### src/rtl/rc_mesh_port_array_pkg.sv
// Shared types and constants for the mesh routing-computation stage.
// Flit type codes, one-hot directions, port indices and dest-field offsets.
package rc_pkg;

  typedef enum logic [1:0] {
    FT_BODY   = 2'b00,
    FT_HEAD   = 2'b01,
    FT_TAIL   = 2'b10,
    FT_SINGLE = 2'b11
  } flit_type_e;

  typedef enum logic {
    ST_IDLE,
    ST_LOCKED
  } rc_state_e;

  localparam int NDIR = 5;

  localparam logic [NDIR-1:0] DIR_N = 5'b00001;
  localparam logic [NDIR-1:0] DIR_E = 5'b00010;
  localparam logic [NDIR-1:0] DIR_S = 5'b00100;
  localparam logic [NDIR-1:0] DIR_W = 5'b01000;
  localparam logic [NDIR-1:0] DIR_L = 5'b10000;

  localparam int PORT_N = 0;
  localparam int PORT_E = 1;
  localparam int PORT_S = 2;
  localparam int PORT_W = 3;
  localparam int PORT_L = 4;

  function automatic int dx_lsb(int ds, int cw);
    return ds - 2 - cw;
  endfunction

  function automatic int dy_lsb(int ds, int cw);
    return ds - 2 - 2 * cw;
  endfunction

endpackage

### src/rtl/rc_mesh_port_array_if.sv
// Bus bundle between input FIFOs, the RC stage and the switch allocator.
// master drives flits/pressure/downstream ready; slave is the RC stage.
interface rc_mesh_port_array_if #(
  parameter int NPORTS   = 5,
  parameter int DATASIZE = 40,
  parameter int WIDTH    = 3
);
  logic [NPORTS*DATASIZE-1:0] data_in;
  logic [NPORTS-1:0]          valid_in;
  logic [NPORTS-1:0]          ready_out;
  logic [4*(WIDTH+1)-1:0]     pressure_in;
  logic [NPORTS*DATASIZE-1:0] data_out;
  logic [NPORTS*5-1:0]        direction_out;
  logic [NPORTS-1:0]          valid_out;
  logic [NPORTS-1:0]          rc_ready;
  logic [NPORTS-1:0]          rc_err;

  modport master (
    output data_in, valid_in, pressure_in, rc_ready,
    input  ready_out, data_out, direction_out, valid_out, rc_err
  );

  modport slave (
    input  data_in, valid_in, pressure_in, rc_ready,
    output ready_out, data_out, direction_out, valid_out, rc_err
  );

endinterface

### src/rtl/rc_mesh_port_array_port.sv
// One input channel: output register, wormhole lock FSM, route and error flag.
// RC_ADAPTIVE_EN selects west-first pressure-adaptive routing instead of XY.
module rc_port
  import rc_pkg::*;
#(
  parameter int DATASIZE = 40,
  parameter int WIDTH    = 3,
  parameter int COORDW   = 2,
  parameter int X_CUR    = 0,
  parameter int Y_CUR    = 0,
  parameter int MESH_X   = 4,
  parameter int MESH_Y   = 4
) (
  input  logic                   i_clk,
  input  logic                   i_rst_n,
  input  logic [DATASIZE-1:0]    i_data,
  input  logic                   i_valid,
  output logic                   o_ready,
  input  logic [4*(WIDTH+1)-1:0] i_pressure,
  output logic [DATASIZE-1:0]    o_data,
  output logic [NDIR-1:0]        o_dir,
  output logic                   o_valid,
  input  logic                   i_rc_ready,
  output logic                   o_err
);

  localparam int PW  = WIDTH + 1;
  localparam int DXL = dx_lsb(DATASIZE, COORDW);
  localparam int DYL = dy_lsb(DATASIZE, COORDW);
  localparam logic [COORDW-1:0] XC = COORDW'(X_CUR);
  localparam logic [COORDW-1:0] YC = COORDW'(Y_CUR);

  logic [DATASIZE-1:0] r_data;
  logic [NDIR-1:0]     r_dir;
  logic                r_valid;
  logic                r_err;
  rc_state_e           r_state;
  logic [NDIR-1:0]     r_route;

  flit_type_e          w_type;
  logic [COORDW-1:0]   w_dx;
  logic [COORDW-1:0]   w_dy;
  logic                w_oob;
  logic [NDIR-1:0]     w_yd;
  logic [NDIR-1:0]     w_route;
  logic                w_acc;
  logic                w_lead;
  logic                w_follow;

  assign w_type = flit_type_e'(i_data[DATASIZE-1 -: 2]);
  assign w_dx   = i_data[DXL +: COORDW];
  assign w_dy   = i_data[DYL +: COORDW];

`ifdef RC_ADAPTIVE_EN
  logic [PW-1:0] w_pe;
  logic [PW-1:0] w_py;
  logic          w_unused;

  assign w_pe = i_pressure[PORT_E*PW +: PW];
  assign w_py = (w_dy > YC) ? i_pressure[PORT_S*PW +: PW]
                            : i_pressure[PORT_N*PW +: PW];
  // West is always forced, so its pressure never matters
  assign w_unused = ^i_pressure[PORT_W*PW +: PW];
`else
  logic w_unused;

  assign w_unused = ^i_pressure;
`endif

  always_comb begin
    w_oob   = (32'(w_dx) >= MESH_X) || (32'(w_dy) >= MESH_Y);
    w_yd    = (w_dy > YC) ? DIR_S : DIR_N;
    w_route = DIR_L;
    if (w_oob) w_route = DIR_L;
    else if (w_dx < XC) w_route = DIR_W;
`ifdef RC_ADAPTIVE_EN
    else if (w_dx > XC && w_dy != YC)
      w_route = (w_py < w_pe) ? w_yd : DIR_E;
`endif
    else if (w_dx > XC) w_route = DIR_E;
    else if (w_dy != YC) w_route = w_yd;
  end

  assign o_ready  = !r_valid || i_rc_ready;
  assign w_acc    = i_valid && o_ready;
  assign w_lead   = (w_type == FT_HEAD) ||
                    (w_type == FT_SINGLE);
  assign w_follow = (r_state == ST_LOCKED) && !w_lead;

  always_ff @(posedge i_clk or negedge i_rst_n) begin
    if (!i_rst_n) begin
      r_data  <= '0;
      r_dir   <= '0;
      r_valid <= 1'b0;
      r_err   <= 1'b0;
      r_state <= ST_IDLE;
      r_route <= DIR_L;
    end else begin
      if (o_ready) r_valid <= i_valid;
      if (w_acc) begin
        r_data <= i_data;
        unique case (1'b1)
          w_follow: begin
            r_dir <= r_route;
            if (w_type == FT_TAIL) r_state <= ST_IDLE;
          end
          w_lead: begin
            r_dir <= w_route;
            if (w_oob || r_state == ST_LOCKED) r_err <= 1'b1;
            if (w_type == FT_HEAD) begin
              r_route <= w_route;
              r_state <= ST_LOCKED;
            end else begin
              r_state <= ST_IDLE;
            end
          end
          // Body/tail with no lock: deliver locally, flag it
          default: begin
            r_dir <= DIR_L;
            r_err <= 1'b1;
          end
        endcase
      end
    end
  end

  assign o_data  = r_data;
  assign o_dir   = r_dir;
  assign o_valid = r_valid;
  assign o_err   = r_err;

endmodule

### src/rtl/rc_mesh_port_array.sv
// Routing-computation stage for one mesh router: NPORTS independent rc_port
// channels sharing pressure_in. Optional macro: RC_ADAPTIVE_EN.
module rc_mesh_port_array
  import rc_pkg::*;
#(
  parameter int NPORTS   = 5,
  parameter int DATASIZE = 40,
  parameter int WIDTH    = 3,
  parameter int COORDW   = 2,
  parameter int X_CUR    = 0,
  parameter int Y_CUR    = 0,
  parameter int MESH_X   = 4,
  parameter int MESH_Y   = 4
) (
  input logic                 rc_clk,
  input logic                 rst_n,
  rc_mesh_port_array_if.slave bus
);

  for (genvar p = 0; p < NPORTS; p++) begin : g_port
    rc_port #(
      .DATASIZE (DATASIZE),
      .WIDTH    (WIDTH),
      .COORDW   (COORDW),
      .X_CUR    (X_CUR),
      .Y_CUR    (Y_CUR),
      .MESH_X   (MESH_X),
      .MESH_Y   (MESH_Y)
    ) u_port (
      .i_clk      (rc_clk),
      .i_rst_n    (rst_n),
      .i_data     (bus.data_in[p*DATASIZE +: DATASIZE]),
      .i_valid    (bus.valid_in[p]),
      .o_ready    (bus.ready_out[p]),
      .i_pressure (bus.pressure_in),
      .o_data     (bus.data_out[p*DATASIZE +: DATASIZE]),
      .o_dir      (bus.direction_out[p*NDIR +: NDIR]),
      .o_valid    (bus.valid_out[p]),
      .i_rc_ready (bus.rc_ready[p]),
      .o_err      (bus.rc_err[p])
    );
  end

endmodule

### src/flat_wrapper.sv
// flat-port wrapper written by rule: the top's interface ports become plain ports
module rc_mesh_port_array_flat import rc_pkg::*;
#(
  parameter int NPORTS   = 5,
  parameter int DATASIZE = 40,
  parameter int WIDTH    = 3,
  parameter int COORDW   = 2,
  parameter int X_CUR    = 0,
  parameter int Y_CUR    = 0,
  parameter int MESH_X   = 4,
  parameter int MESH_Y   = 4
)
  (rc_clk, rst_n, bus_data_in, bus_valid_in, bus_pressure_in, bus_rc_ready, bus_ready_out, bus_data_out, bus_direction_out, bus_valid_out, bus_rc_err);
  rc_mesh_port_array_if #(.NPORTS(NPORTS), .DATASIZE(DATASIZE), .WIDTH(WIDTH)) bus_i ();
  input logic rc_clk;
  input logic rst_n;
  input wire logic [$bits(bus_i.data_in)-1:0] bus_data_in;
  input wire logic [$bits(bus_i.valid_in)-1:0] bus_valid_in;
  input wire logic [$bits(bus_i.pressure_in)-1:0] bus_pressure_in;
  input wire logic [$bits(bus_i.rc_ready)-1:0] bus_rc_ready;
  output wire logic [$bits(bus_i.ready_out)-1:0] bus_ready_out;
  output wire logic [$bits(bus_i.data_out)-1:0] bus_data_out;
  output wire logic [$bits(bus_i.direction_out)-1:0] bus_direction_out;
  output wire logic [$bits(bus_i.valid_out)-1:0] bus_valid_out;
  output wire logic [$bits(bus_i.rc_err)-1:0] bus_rc_err;
  assign bus_i.data_in = bus_data_in;
  assign bus_i.valid_in = bus_valid_in;
  assign bus_i.pressure_in = bus_pressure_in;
  assign bus_i.rc_ready = bus_rc_ready;
  assign bus_ready_out = bus_i.ready_out;
  assign bus_data_out = bus_i.data_out;
  assign bus_direction_out = bus_i.direction_out;
  assign bus_valid_out = bus_i.valid_out;
  assign bus_rc_err = bus_i.rc_err;
  rc_mesh_port_array #(.NPORTS(NPORTS), .DATASIZE(DATASIZE), .WIDTH(WIDTH), .COORDW(COORDW), .X_CUR(X_CUR), .Y_CUR(Y_CUR), .MESH_X(MESH_X), .MESH_Y(MESH_Y)) u_core (.rc_clk(rc_clk), .rst_n(rst_n), .bus(bus_i));
endmodule
### config.mk
export PLATFORM = sky130hd
export DESIGN_NAME = rc_mesh_port_array_flat
export DESIGN_NICKNAME = d
export VERILOG_FILES = /design/src/rtl/rc_mesh_port_array_pkg.sv /design/src/rtl/rc_mesh_port_array_if.sv /design/src/rtl/rc_mesh_port_array_port.sv /design/src/rtl/rc_mesh_port_array.sv /design/src/flat_wrapper.sv
export SDC_FILE = /design/constraint.sdc
export NUM_CORES = 1
export LEC_CHECK = 0
export ABC_AREA = 1
export BUFFER_PORTS_ARGS = -buffer_cell sky130_fd_sc_hd__buf_2
export CAP_MARGIN = 20
export CORE_AREA = 2 2 184 186
export DETAILED_ROUTE_END_ITERATION = 10
export DIE_AREA = 0 0 186 188
export GPL_TIMING_DRIVEN = 0
export SLEW_MARGIN = 5
export SYNTH_ARGS = -nofsm -noshare
export SYNTH_HDL_FRONTEND = slang
export SYNTH_HIERARCHICAL = 1
export SYNTH_SLANG_ARGS = --single-unit
### constraint.sdc
create_clock -name rc_clk -period 1.3 [get_ports rc_clk]
set_input_delay 0.13 -clock rc_clk [delete_from_list [all_inputs] [get_ports rc_clk]]
set_output_delay 0.13 -clock rc_clk [all_outputs]
set_load 0.01 [all_outputs]
# Word-level counts from Yosys, hierarchy flattened

Index checks and enable logic that the tools add are counted.

Register bits: 265
Output and inout bits: 240
Logic and storage cells: 180

Magnitude comparators: 15
Equal/unequal tests: 25
Muxes and demuxes: 50
Bitwise gates (word level): 5
Reductions and logical operators: 55

Operators with widths:

| cell               | number |
|---|---|
| $mux 5             | 15 |
| $pmux 5 s2         | 5 |
| $reduce_and 3->1   | 15 |
| $eq 2x2->1 const B | 10 |
| $gt 2x1->1 const B | 10 |
| $pmux 1 s2         | 10 |
| $reduce_bool 2->1  | 10 |
| $mux 1             | 15 |
| $mux 3             | 5 |
| $eq 2x1->1 const B | 5 |
| $logic_and 1x1->1  | 10 |
| $logic_not 1->1    | 10 |
| $logic_or 1x1->1   | 10 |
| $lt 2x1->1 const B | 5 |
| $ne 2x1->1 const B | 5 |
| $ne 2x2->1 const B | 5 |
| $not 1->1          | 5 |

# Longest topological paths before layout

Gate-level depths: netlist of the first run.

Word-level depth: 6
Gate-level depth with buffers: 7

# By module

The synthesis of the first run kept the hierarchy.

Modules (own cells, without submodules):

| module  | times used | cells each | area an instance (sq um) | sequential area each (sq um) |
|---|---|---|---|---|
| rc_port | 5          | 234        | 2,028.2                  | 1,252.5 |

# Least setup slack after synthesis of the first run

Ideal clock, no wire load.

Path kind: register to register
From: reg u_core.g_port[0].u_port.r_valid
To: reg u_core.g_port[0].u_port.r_dir[4]
Setup time: 126 ps
Data arrival time: 938 ps
Required time: 1,174 ps
Setup slack: 236 ps
Cell stages (with the launch flop): 6
Buffers on the path: 1
Period minus slack after synthesis: 1,064 ps
Cell sequence: dfrtp_1 nand2_2 nand2_2 buf_2 nand2_1 nand3_1

Cells in the longest elaborated chain, start to end: 3

RTL lines:

| element                | line                           | RTL |
|---|---|---|
| start, declared        | rc_mesh_port_array_port.sv:35  | `logic r_valid;` |
| start signal, assigned | rc_mesh_port_array_port.sv:99  | `if (o_ready) r_valid <= i_valid;` |
| $logic_not 1->1        | rc_mesh_port_array_port.sv:84  | `assign o_ready = !r_valid \|\| i_rc_ready;` |
| $logic_or 1x1->1       | rc_mesh_port_array_port.sv:84  |  |
| net bus_ready_out[0]   | flat_wrapper.sv:21             | `output wire logic [$bits(bus_i.ready_out)-1:0] bus_ready_out;` |
| $logic_and 1x1->1      | rc_mesh_port_array_port.sv:85  | `assign w_acc = i_valid && o_ready;` |
| end signal, assigned   | rc_mesh_port_array_port.sv:104 | `r_dir <= r_route;` |
| end signal, assigned   | rc_mesh_port_array_port.sv:108 | `r_dir <= w_route;` |
| end, declared          | rc_mesh_port_array_port.sv:34  | `logic [NDIR-1:0] r_dir;` |

The timed path passes the listed nets, and every way through them passes these cells.
A chain may end at the register's enable or synchronous reset.

# Worst setup path in the final report of the first run

From: reg u_core.g_port[0].u_port.r_valid
To: out bus_ready_out[0]

Cells in the longest elaborated chain, start to end: 2

RTL lines:

| element          | line |
|---|---|
| $logic_not 1->1  | rc_mesh_port_array_port.sv:84 |
| $logic_or 1x1->1 | rc_mesh_port_array_port.sv:84 |
| end, declared    | flat_wrapper.sv:21 |

No other way between the ends.

==> results of run 1 <==
==> state kept, by name, summed over array words and instances (netlist names) <==
name                          count
u_core/g_port.u_port/o_data     200
u_core/g_port.u_port/o_dir       20
u_core/g_port.u_port/r_route     15
u_core/g_port.u_port/o_err        5
u_core/g_port.u_port/o_valid      5
u_core/g_port.u_port/r_state      5
==> synth_stat cells (10+ instances only) <==
master	count
nand2_1	665
dfrtp_1	245
inv_1	65
o21ai_0	40
buf_2	30
nand3_1	25
nor2_1	20
buf_4	10
buf_6	10
ha_1	10
nand2_2	10
==> metrics by stage <==
| step | utilization | setup TNS, ps |
|---|---|---|
| 2_1_floorplan | - | 0 |
| 3_3_place_gp | 0.391 | -1141020 |
| 3_5_place_dp | 0.393 | 0 |
| 4_1_cts | 0.489 | -66.3 |
| 5_1_grt | 0.494 | -177 |
| 6_report | 0.494 | 0 |
==> final cells by class <==
class	count	area, µm²	area share
flip-flops and latches	250	6260	0.383
repair buffers	672	4570	0.279
multi-input cells	800	3300	0.202
clock buffers	38	800	0.0488
well taps	448	561	0.0342
plain buffers	50	428	0.0261
inverters	70	263	0.0161
clock inverters	16	185	0.0113
==> power by group <==
| part | total [mW] | switching, mW | internal [mW] |
|---|---|---|---|
| clock network | 8.35 | 3.39 | 4.96 |
| registers | 9.30 | 0.527 | 8.78 |
| logic | 4.42 | 2.42 | 2.00 |
| total | 22.1 | 6.33 | 15.7 |
==> worst max path at each step <==
stage / start / end / slack, ps / cells after the start
6_report: u_core/g_port[0].u_port/o_valid / bus_ready_out[0] / 2 / 2
5_1_grt: u_core/g_port[4].u_port/o_valid / bus_ready_out[4] / -60 / 2
4_1_cts: u_core/g_port[0].u_port/o_valid / bus_ready_out[0] / -20 / 2
3_5_place_dp: u_core/g_port[4].u_port/o_valid / u_core/g_port[4].u_port/o_data[24] / 80 / 5
3_3_place_gp: rst_n / u_core/g_port[3].u_port/o_data[12] / -4630 / 1
2_1_floorplan: u_core/g_port[0].u_port/o_valid / u_core/g_port[0].u_port/o_dir[4] / 240 / 5
==> cell families (layout without fill, tap and decap cells) <==
logic type                 count (synthesis)  count (layout)  synth area share
other                                      5               5           0.00185
AOI/OAI and AO/OA                         55              55            0.0308
and+or+nand+nor                          730             730             0.278
buffers and inverters                    120             846            0.0592
adders and majority gates                 10              10            0.0123
DFF                                      250             250             0.618
==> critical path: cells and delay by family (launching register included) <==
kind | cells | cell delay [ps]
DFF | 1 | 410
buffers and inverters | 1 | 100
and+or+nand+nor | 1 | 100
==> what timing repair did <==
item	CTS	global route
setup buffers	8	5
resized for setup	8	49
setup endpoints to repair	5	135
pin swaps	5	3
hold endpoints to repair	479	0
cloned	0	1
hold buffers	210	0
==> per-layer routing <==
layer	vias to the layer above	part of all wire	routed length (µm)
li1	4954	-	-
met1	4651	0.40	13400
met2	395	0.48	16300
met3	109	0.073	2460
met4	0	0.046	1560
met5	-	0	0
==> impl_metrics.yaml, run 1 <==
run_status:
  status: "complete, no violations"
timing:
  fmax_ghz: 0.770
  setup_slack_ps: 1.69
  fin_crit_ps: 1300
  whs_ps: 34.1
  worst_slew_pin_slew_ps: 616
  final-setup-viol-count: 0
  slew_headroom: 0.589
  clock_skew_ps: 19.2
  fin_crit_sh: 0.999
  slew_violations: 0
  finalHoldViolations: 0
  rsz0062_at_grt: "yes"
detailed_routing:
  detail_route.iter0.violations: 408
  dr.pass1.iters: 5
  routedWlPerCell_um: 14.4
  via_per_inst: 4.31
  vias: 10100
  wl_um: 33800
  ant_nets: 0
  drcViolationCount: 0
finish:
  layout-drive-gt1-share: 0.314
  fin_nets: 2111
  final_cell_mix: "661 x nand2_1, 443 x buf_2, 245 x dfrtp_1, 210 x dlygate4sd3_1, 65 x inv_1"
  postLayoutCellArea_um2: 16400
  diodes: 0
  final_common_cell: "nand2_1"
  final_cell_count_no_fill: 2344
  fill_cells: 2981
  area_growth_pct: 61.4
logic_synthesis:
  syn_avg_cell_area_um2: 8.67
  synth-async-reset-ratio: 1.00
  ys_seq_area_frac: 0.618
  synth_ff_type: "dfrtp_1"
  syn_inst: 1170
  synth_top_area_frac: 0.605
  yosysUniqueCellTypes: 19
  syn-num-nets: 1408
  synth_area_um2: 10100
  ys_ff_latch: 250
  synth_edf_count: 0
  synth_top_area_cell: "dfrtp_1"
  synth_area_leaders: "dfrtp_1 60%, nand2_1 25%, inv_1 2.4%, o21ai_0 2.0%, buf_2 1.5%"
  yosys_warnings: 6
place:
  hpwl_um: 22800
  dp.cells: 2066
  gp_congestion: 0.823
  dpl_cell_area_um2: 13000
  dp_slack_ps: 81.9
  port_buffers: 446
global_routing:
  grt_pass1_vias: 10500
  top_usage_layer: "met2"
  groute.usage.overall: 0.189
  grtUsageMet1: 0.219
  use_met3: 0.0427
  grt_max_degree: 111
  antenna_found_initial: 0
  overflow: 0
  grt_first_pass_wirelength_um: 53200
  met2_usage: 0.327
worst_setup_path:
  crit_path_start_kind: "flop"
  crit_required_ps: 1170
  cp_max_fo: 3
  crit_chain: "nand2_2 -> buf_6"
  r2r_cells: 6
  worstReg2RegStart: "u_core/g_port[4].u_port/o_valid"
  crit_path_top_delay_cell: "dfrtp_1"
  crit_type: "reg -> out"
  critPathCaptureType: "output port"
  critPathMaxStageDelay_ps: 410
  r2r_setup_slack_ps: 30
  crit-reg2reg-capture: "u_core/g_port[4].u_port/o_data[15]"
  arrival_ps: 1170
cts:
  clock_sinks: 250
  cts_buffers: 29
  htree_num_levels: 1
  clkSlewWorstSetupHoldPaths_ps: 60
  root_buffer: "clkbuf_16"
  clock_path_buffers: 3
  insertion_delay_ps: 560
  cts_tree: "done"
run:
  max_cap_violations: 0
floorplan:
  row_count: 67
  die-width_um: 186
  core_um2: 33100
  start_util: 0.306
  dieArea_um2: 35000
  die_h_um: 188
  num_io_pins: 468
power:
  power_mw: 22.1
  powerDensity_nw_per_um2: 1350
  power.leakage_nw: 9.12
  ir_worst_vdd_uv: 923
min_path:
  hold_path_class: "in -> async"
(Power assumes the default switching activity.)
==> inputs of run 2 (changes only) <==
--- a/config.mk
+++ b/config.mk
@@ -8,9 +8,9 @@
 export ABC_AREA = 1
 export BUFFER_PORTS_ARGS = -buffer_cell sky130_fd_sc_hd__buf_2
 export CAP_MARGIN = 20
-export CORE_AREA = 2 2 184 186
+export CORE_AREA = 5 5 177 179
 export DETAILED_ROUTE_END_ITERATION = 10
-export DIE_AREA = 0 0 186 188
+export DIE_AREA = 0 0 182 184
 export GPL_TIMING_DRIVEN = 0
 export SLEW_MARGIN = 5
 export SYNTH_ARGS = -nofsm -noshare
==> run 2 against run 1 <==
Compared with the run above:
- clock skew is 7.8 ps lower
- largest cell class unchanged
- hold slack better by 83 ps
- critical path depth is the same
- routed wire length rose by 3.7%
- critical endpoint is now bus_ready_out[4]
- design area is 1.3% lower
- via count decreased by 0.11%
==> impl_metrics.yaml, run 2 (synthesis gave the netlist of run 1 again) <==
place:
  dpl_cell_area_um2: 12900
  gp_congestion: 0.896
  port_buffers: 446
  hpwl_um: 24400
  dp_slack_ps: 92.7
  dp.cells: 2008
timing:
  setup_slack_ps: 7.91
  setup_tns_ps: 0
  rsz0062_at_grt: "yes"
  final-setup-viol-count: 0
  fin_crit_ps: 1290
  fmax_ghz: 0.774
  fin_crit_sh: 0.994
  finalHoldViolations: 0
  clock_skew_ps: 11.4
  slew_headroom: 0.609
  whs_ps: 117
  slew_violations: 0
  worst_slew_pin_slew_ps: 586
min_path:
  hold_path_class: "in -> async"
finish:
  final_cell_mix: "665 x nand2_1, 452 x buf_2, 245 x dfrtp_1, 211 x dlygate4sd3_1, 65 x inv_1"
  final_cell_count_no_fill: 2285
  postLayoutCellArea_um2: 16200
  layout-drive-gt1-share: 0.309
  largest_register_ffs: 200
  fin_nets: 2112
  area_growth_pct: 59.3
  final_common_cell: "nand2_1"
  final_util: 0.550
  fill_cells: 2614
detailed_routing:
  wl_met2_um: 17500
  ant_nets: 0
  routedWlPerCell_um: 15.3
  dr.pass1.iters: 5
  vias: 10100
  drcViolationCount: 0
  wl_met1_um: 14000
  maxUsedRoutingLayer: "met4"
  dr_wl_met3_um: 2500
  wl_um: 35000
  via_per_inst: 4.42
  detail_route.iter0.violations: 493
cts:
  cts_tree: "done"
  root_buffer: "clkbuf_16"
  clkSlewWorstSetupHoldPaths_ps: 60
  clock_sinks: 250
  cts_buffers: 28
  htree_num_levels: 1
  insertion_delay_ps: 540
  clock_path_buffers: 3
global_routing:
  grt_pass1_vias: 10800
  grt_max_degree: 110
  overflow: 0
  grt_first_pass_wirelength_um: 55700
  antenna_found_initial: 1
  groute.usage.overall: 0.201
worst_setup_path:
  crit_required_ps: 1170
  crit_type: "reg -> out"
  critPathCaptureType: "output port"
  critPathMaxStageDelay_ps: 410
  cp_max_fo: 3
  r2r_cells: 6
  worstReg2RegStart: "u_core/g_port[1].u_port/o_valid"
  crit_path_top_delay_cell: "dfrtp_1"
  crit_chain: "nand2_2 -> buf_6"
  arrival_ps: 1160
  crit_path_start_kind: "flop"
  r2r_setup_slack_ps: 50
  crit-reg2reg-capture: "u_core/g_port[1].u_port/o_data[14]"
power:
  ir_worst_vdd_uv: 1060
  power.switching_mw: 6.11
  p_sw_frac: 0.284
  pwr-share-clk: 0.361
  power.leakage_nw: 9.07
  powerDensity_nw_per_um2: 1330
  p_int_mw: 15.4
  seqPwrFrac: 0.433
  power_mw: 21.5
  p_comb_frac: 0.206
floorplan:
  die-width_um: 182
  core_um2: 29400
  die_h_um: 184
  row_count: 63
  num_io_pins: 468
  start_util: 0.345
  dieArea_um2: 33500
run_status:
  status: "complete, no violations"
run:
  max_cap_violations: 0
[run 2: changes by cell type in the layout (fill, tap and decap cells not counted), moves of 3 or more]
cell and delta:
nand2_1 +4, clkbuf_1 +3, nand2_2 -4, buf_2 +9, clkbuf_4 -4
[run 2: worst max-delay path by stage]
stage / start / to / slack (ps) / cells after the start
2_1_floorplan: u_core/g_port[0].u_port/o_valid / u_core/g_port[0].u_port/o_dir[4] / 240 / 5
3_3_place_gp: rst_n / u_core/g_port[1].u_port/o_data[10] / -4620 / 1
3_5_place_dp: u_core/g_port[4].u_port/o_valid / u_core/g_port[4].u_port/o_data[14] / 90 / 5
4_1_cts: u_core/g_port[4].u_port/o_valid / bus_ready_out[4] / -20 / 2
5_1_grt: u_core/g_port[4].u_port/o_valid / bus_ready_out[4] / -40 / 2
6_report: u_core/g_port[4].u_port/o_valid / bus_ready_out[4] / 8 / 2
[run 2: repair_timing]
item / CTS / global route
resized for setup: 5 / 31
hold endpoints to repair: 358 / 0
endpoints found under the setup margin: 5 / 137
pin swaps: 5 / 0
buffers inserted: 8 / 7
hold buffers: 211 / 0
[run 2: final cells by class]
cell class	count	area, µm²	share of cell area
Sequential cell	250	6260	0.388
Timing Repair Buffer	674	4570	0.283
Multi-Input combinational cell	800	3280	0.203
Clock buffer	43	838	0.0519
Tap cell	390	488	0.0302
Buffer	50	394	0.0244
Inverter	70	263	0.0163
Clock inverter	7	67.6	0.00418
Antenna cell	1	2.50	0.000155
[run 2: critical path: cells and delay by family (launching register included)]
family,cells,cell delay [ps]
and+or+nand+nor,1,90
buffers and inverters,1,130
DFF,1,410
[run 2: power groups by stage]
stage          combinational (mW)  clock (mW)  sequential [mW]
2_1_floorplan                1.36           0             9.84
3_3_place_gp                 3.75           0             9.39
3_5_place_dp                 3.82           0             9.40
4_1_cts                      4.37        8.05             9.29
5_1_grt                      4.90        8.35             9.42
6_report                     4.42        7.76             9.31
[run 2: layer usage]
metal  global-route usage  vias up
met5                    0        -
met4               0.0708        0
met3               0.0489       69
met2                0.356      365
met1                0.240     4719
li1                     -     4945
==> inputs of run 3 (changes only) <==
==> constraint.sdc (replaced) <==
create_clock -name rc_clk -period 1.3 [get_ports rc_clk]
set_input_delay 0.195 -clock rc_clk [delete_from_list [all_inputs] [get_ports rc_clk]]
set_output_delay 0.195 -clock rc_clk [all_outputs]
set_load 0.01 [all_outputs]
==> run 3 against run 2 <==
Compared with the run above:
- the run now ends with negative setup slack left
- hold slack worse by 22 ps
- clock power is essentially flat
- critical path depth did not move
- design area up 3.5%
- cell count up 1.6%
- sequential power rose by 0.4%
- global-route usage is 0.074 points lower
- total power rose by 2.4%
- die area unchanged
==> impl_metrics.yaml, run 3 (synthesis gave the netlist of run 1 again) <==
run_status:
  status: "complete, but fails checks"
  violations: "negative setup slack"
detailed_routing:
  vias: 10400
  wl_um: 35900
  routedWlPerCell_um: 15.5
  via_per_inst: 4.46
  detail_route.iter0.violations: 518
  dr.pass1.iters: 5
  ant_nets: 0
  drcViolationCount: 0
floorplan:
  dieArea_um2: 33500
  start_util: 0.345
  row_count: 63
  die_h_um: 184
  die-width_um: 182
  num_io_pins: 468
  core_um2: 29400
finish:
  postLayoutCellArea_um2: 16700
  layout-drive-gt1-share: 0.328
  final_cell_mix: "665 x nand2_1, 402 x buf_2, 245 x dfrtp_1, 206 x dlygate4sd3_1, 70 x buf_4"
  final_common_cell: "nand2_1"
  fin_nets: 2148
  largest_register_ffs: 200
  fill_cells: 2516
  area_growth_pct: 64.9
  final_cell_count_no_fill: 2321
cts:
  cts_tree: "done"
  htree_num_levels: 1
  insertion_delay_ps: 530
  clock_path_buffers: 3
  clkSlewWorstSetupHoldPaths_ps: 60
  cts_buffers: 28
  clock_sinks: 250
  root_buffer: "clkbuf_16"
power:
  p_int_mw: 15.8
  power.leakage_nw: 9.33
  p_sw_frac: 0.283
  ir_worst_vdd_uv: 1080
  p_comb_frac: 0.222
  powerDensity_nw_per_um2: 1320
  seqPwrFrac: 0.425
  power.switching_mw: 6.24
  pwr-share-clk: 0.353
timing:
  fmax_ghz: 0.740
  worst_slew_pin_slew_ps: 581
  setup_slack_ps: -50.7
  fin_crit_sh: 1.04
  clock_skew_ps: 11.6
  setup_tns_ps: -195
  slew_violations: 0
  whs_ps: 94.8
  finalHoldViolations: 0
  slew_headroom: 0.612
  fin_crit_ps: 1350
  rsz0062_at_grt: "yes"
  final-setup-viol-count: 6
worst_setup_path:
  critPathCaptureType: "output port"
  r2r_cells: 6
  crit_path_start_kind: "flop"
  cp_max_fo: 3
  arrival_ps: 1160
  crit_required_ps: 1110
  crit_type: "reg -> out"
min_path:
  hold_path_depth: 5
  hold_path_class: "in -> reg"
global_routing:
  overflow: 0
  grt_first_pass_wirelength_um: 55500
  antenna_found_initial: 1
  grt_max_degree: 110
  groute.usage.overall: 0.201
  grt_pass1_vias: 10700
place:
  hpwl_um: 24400
  dp_slack_ps: 85.1
  dp.cells: 2008
  dpl_cell_area_um2: 12900
  gp_congestion: 0.896
  port_buffers: 446
run:
  max_cap_violations: 0
run 3: cell count changes in the layout (fill, tap and decap cells not counted), sizes merged:
cell / before / now
buf: 501 / 539
dlygate4sd3: 211 / 206
clkbuf: 55 / 58
run 3: routing by layer:
metal,wire (µm),track usage,up-vias
li1,-,-,5020
met3,2750,0.0491,75
met2,18000,0.357,390
met5,0,0,-
met4,1060,0.0669,0
met1,14000,0.239,4878
run 3: worst paths after layout:
check | startpoint | endpoint | slack, ps
setup / recovery | u_core/g_port[3].u_port/o_valid | bus_ready_out[3] | -50
hold reg to reg | u_core/g_port[2].u_port/r_route[4] | u_core/g_port[2].u_port/r_route[4] | 460
hold / removal | bus_rc_ready[2] | u_core/g_port[2].u_port/o_valid | 90
max in group asynchronous | rst_n | u_core/g_port[1].u_port/o_data[16] | 230
min in group asynchronous | rst_n | u_core/g_port[2].u_port/o_data[0] | 180
setup reg to reg | u_core/g_port[0].u_port/o_valid | u_core/g_port[0].u_port/o_data[16] | 50
run 3: area by class of cell:
| class | instances | area, µm² | area share |
|---|---|---|---|
| Sequential cell | 250 | 6260 | 0.374 |
| Timing Repair Buffer | 710 | 5110 | 0.305 |
| Multi-Input combinational cell | 800 | 3290 | 0.196 |
| Clock buffer | 43 | 838 | 0.0501 |
| Tap cell | 390 | 488 | 0.0292 |
| Buffer | 50 | 408 | 0.0244 |
| Inverter | 70 | 263 | 0.0157 |
| Clock inverter | 7 | 67.6 | 0.00404 |
| Antenna cell | 1 | 2.50 | 0.000150 |
run 3: power by group through the flow:
stage	sequential, mW	clock, mW	combinational, mW
5_1_grt	9.46	8.35	5.38
4_1_cts	9.30	8.05	4.43
3_3_place_gp	9.39	0	3.75
6_report	9.35	7.77	4.88
2_1_floorplan	9.84	0	1.36
3_5_place_dp	9.40	0	3.82
run 3: repair_timing:
action,CTS,global route
endpoints found under the setup margin,22,236
gates resized for setup,17,92
hold buffers,206,0
pin swaps,5,0
setup buffers,13,43
hold endpoints to repair,263,0
run 3: critical path: stages (launching register included):
cell and delay, ps:
dfrtp_1 420, nand2_2 80, buf_6 130
run 3: per-stage QoR:
| stage | power (mW) | utilization |
|---|---|---|
| final | 22.0 | 0.569 |
| after global routing | 23.2 | 0.569 |
| after CTS | 21.8 | 0.547 |
| after detailed placement | 13.2 | 0.440 |
| after global placement | 13.1 | 0.437 |
| after floorplan | 11.2 | - |
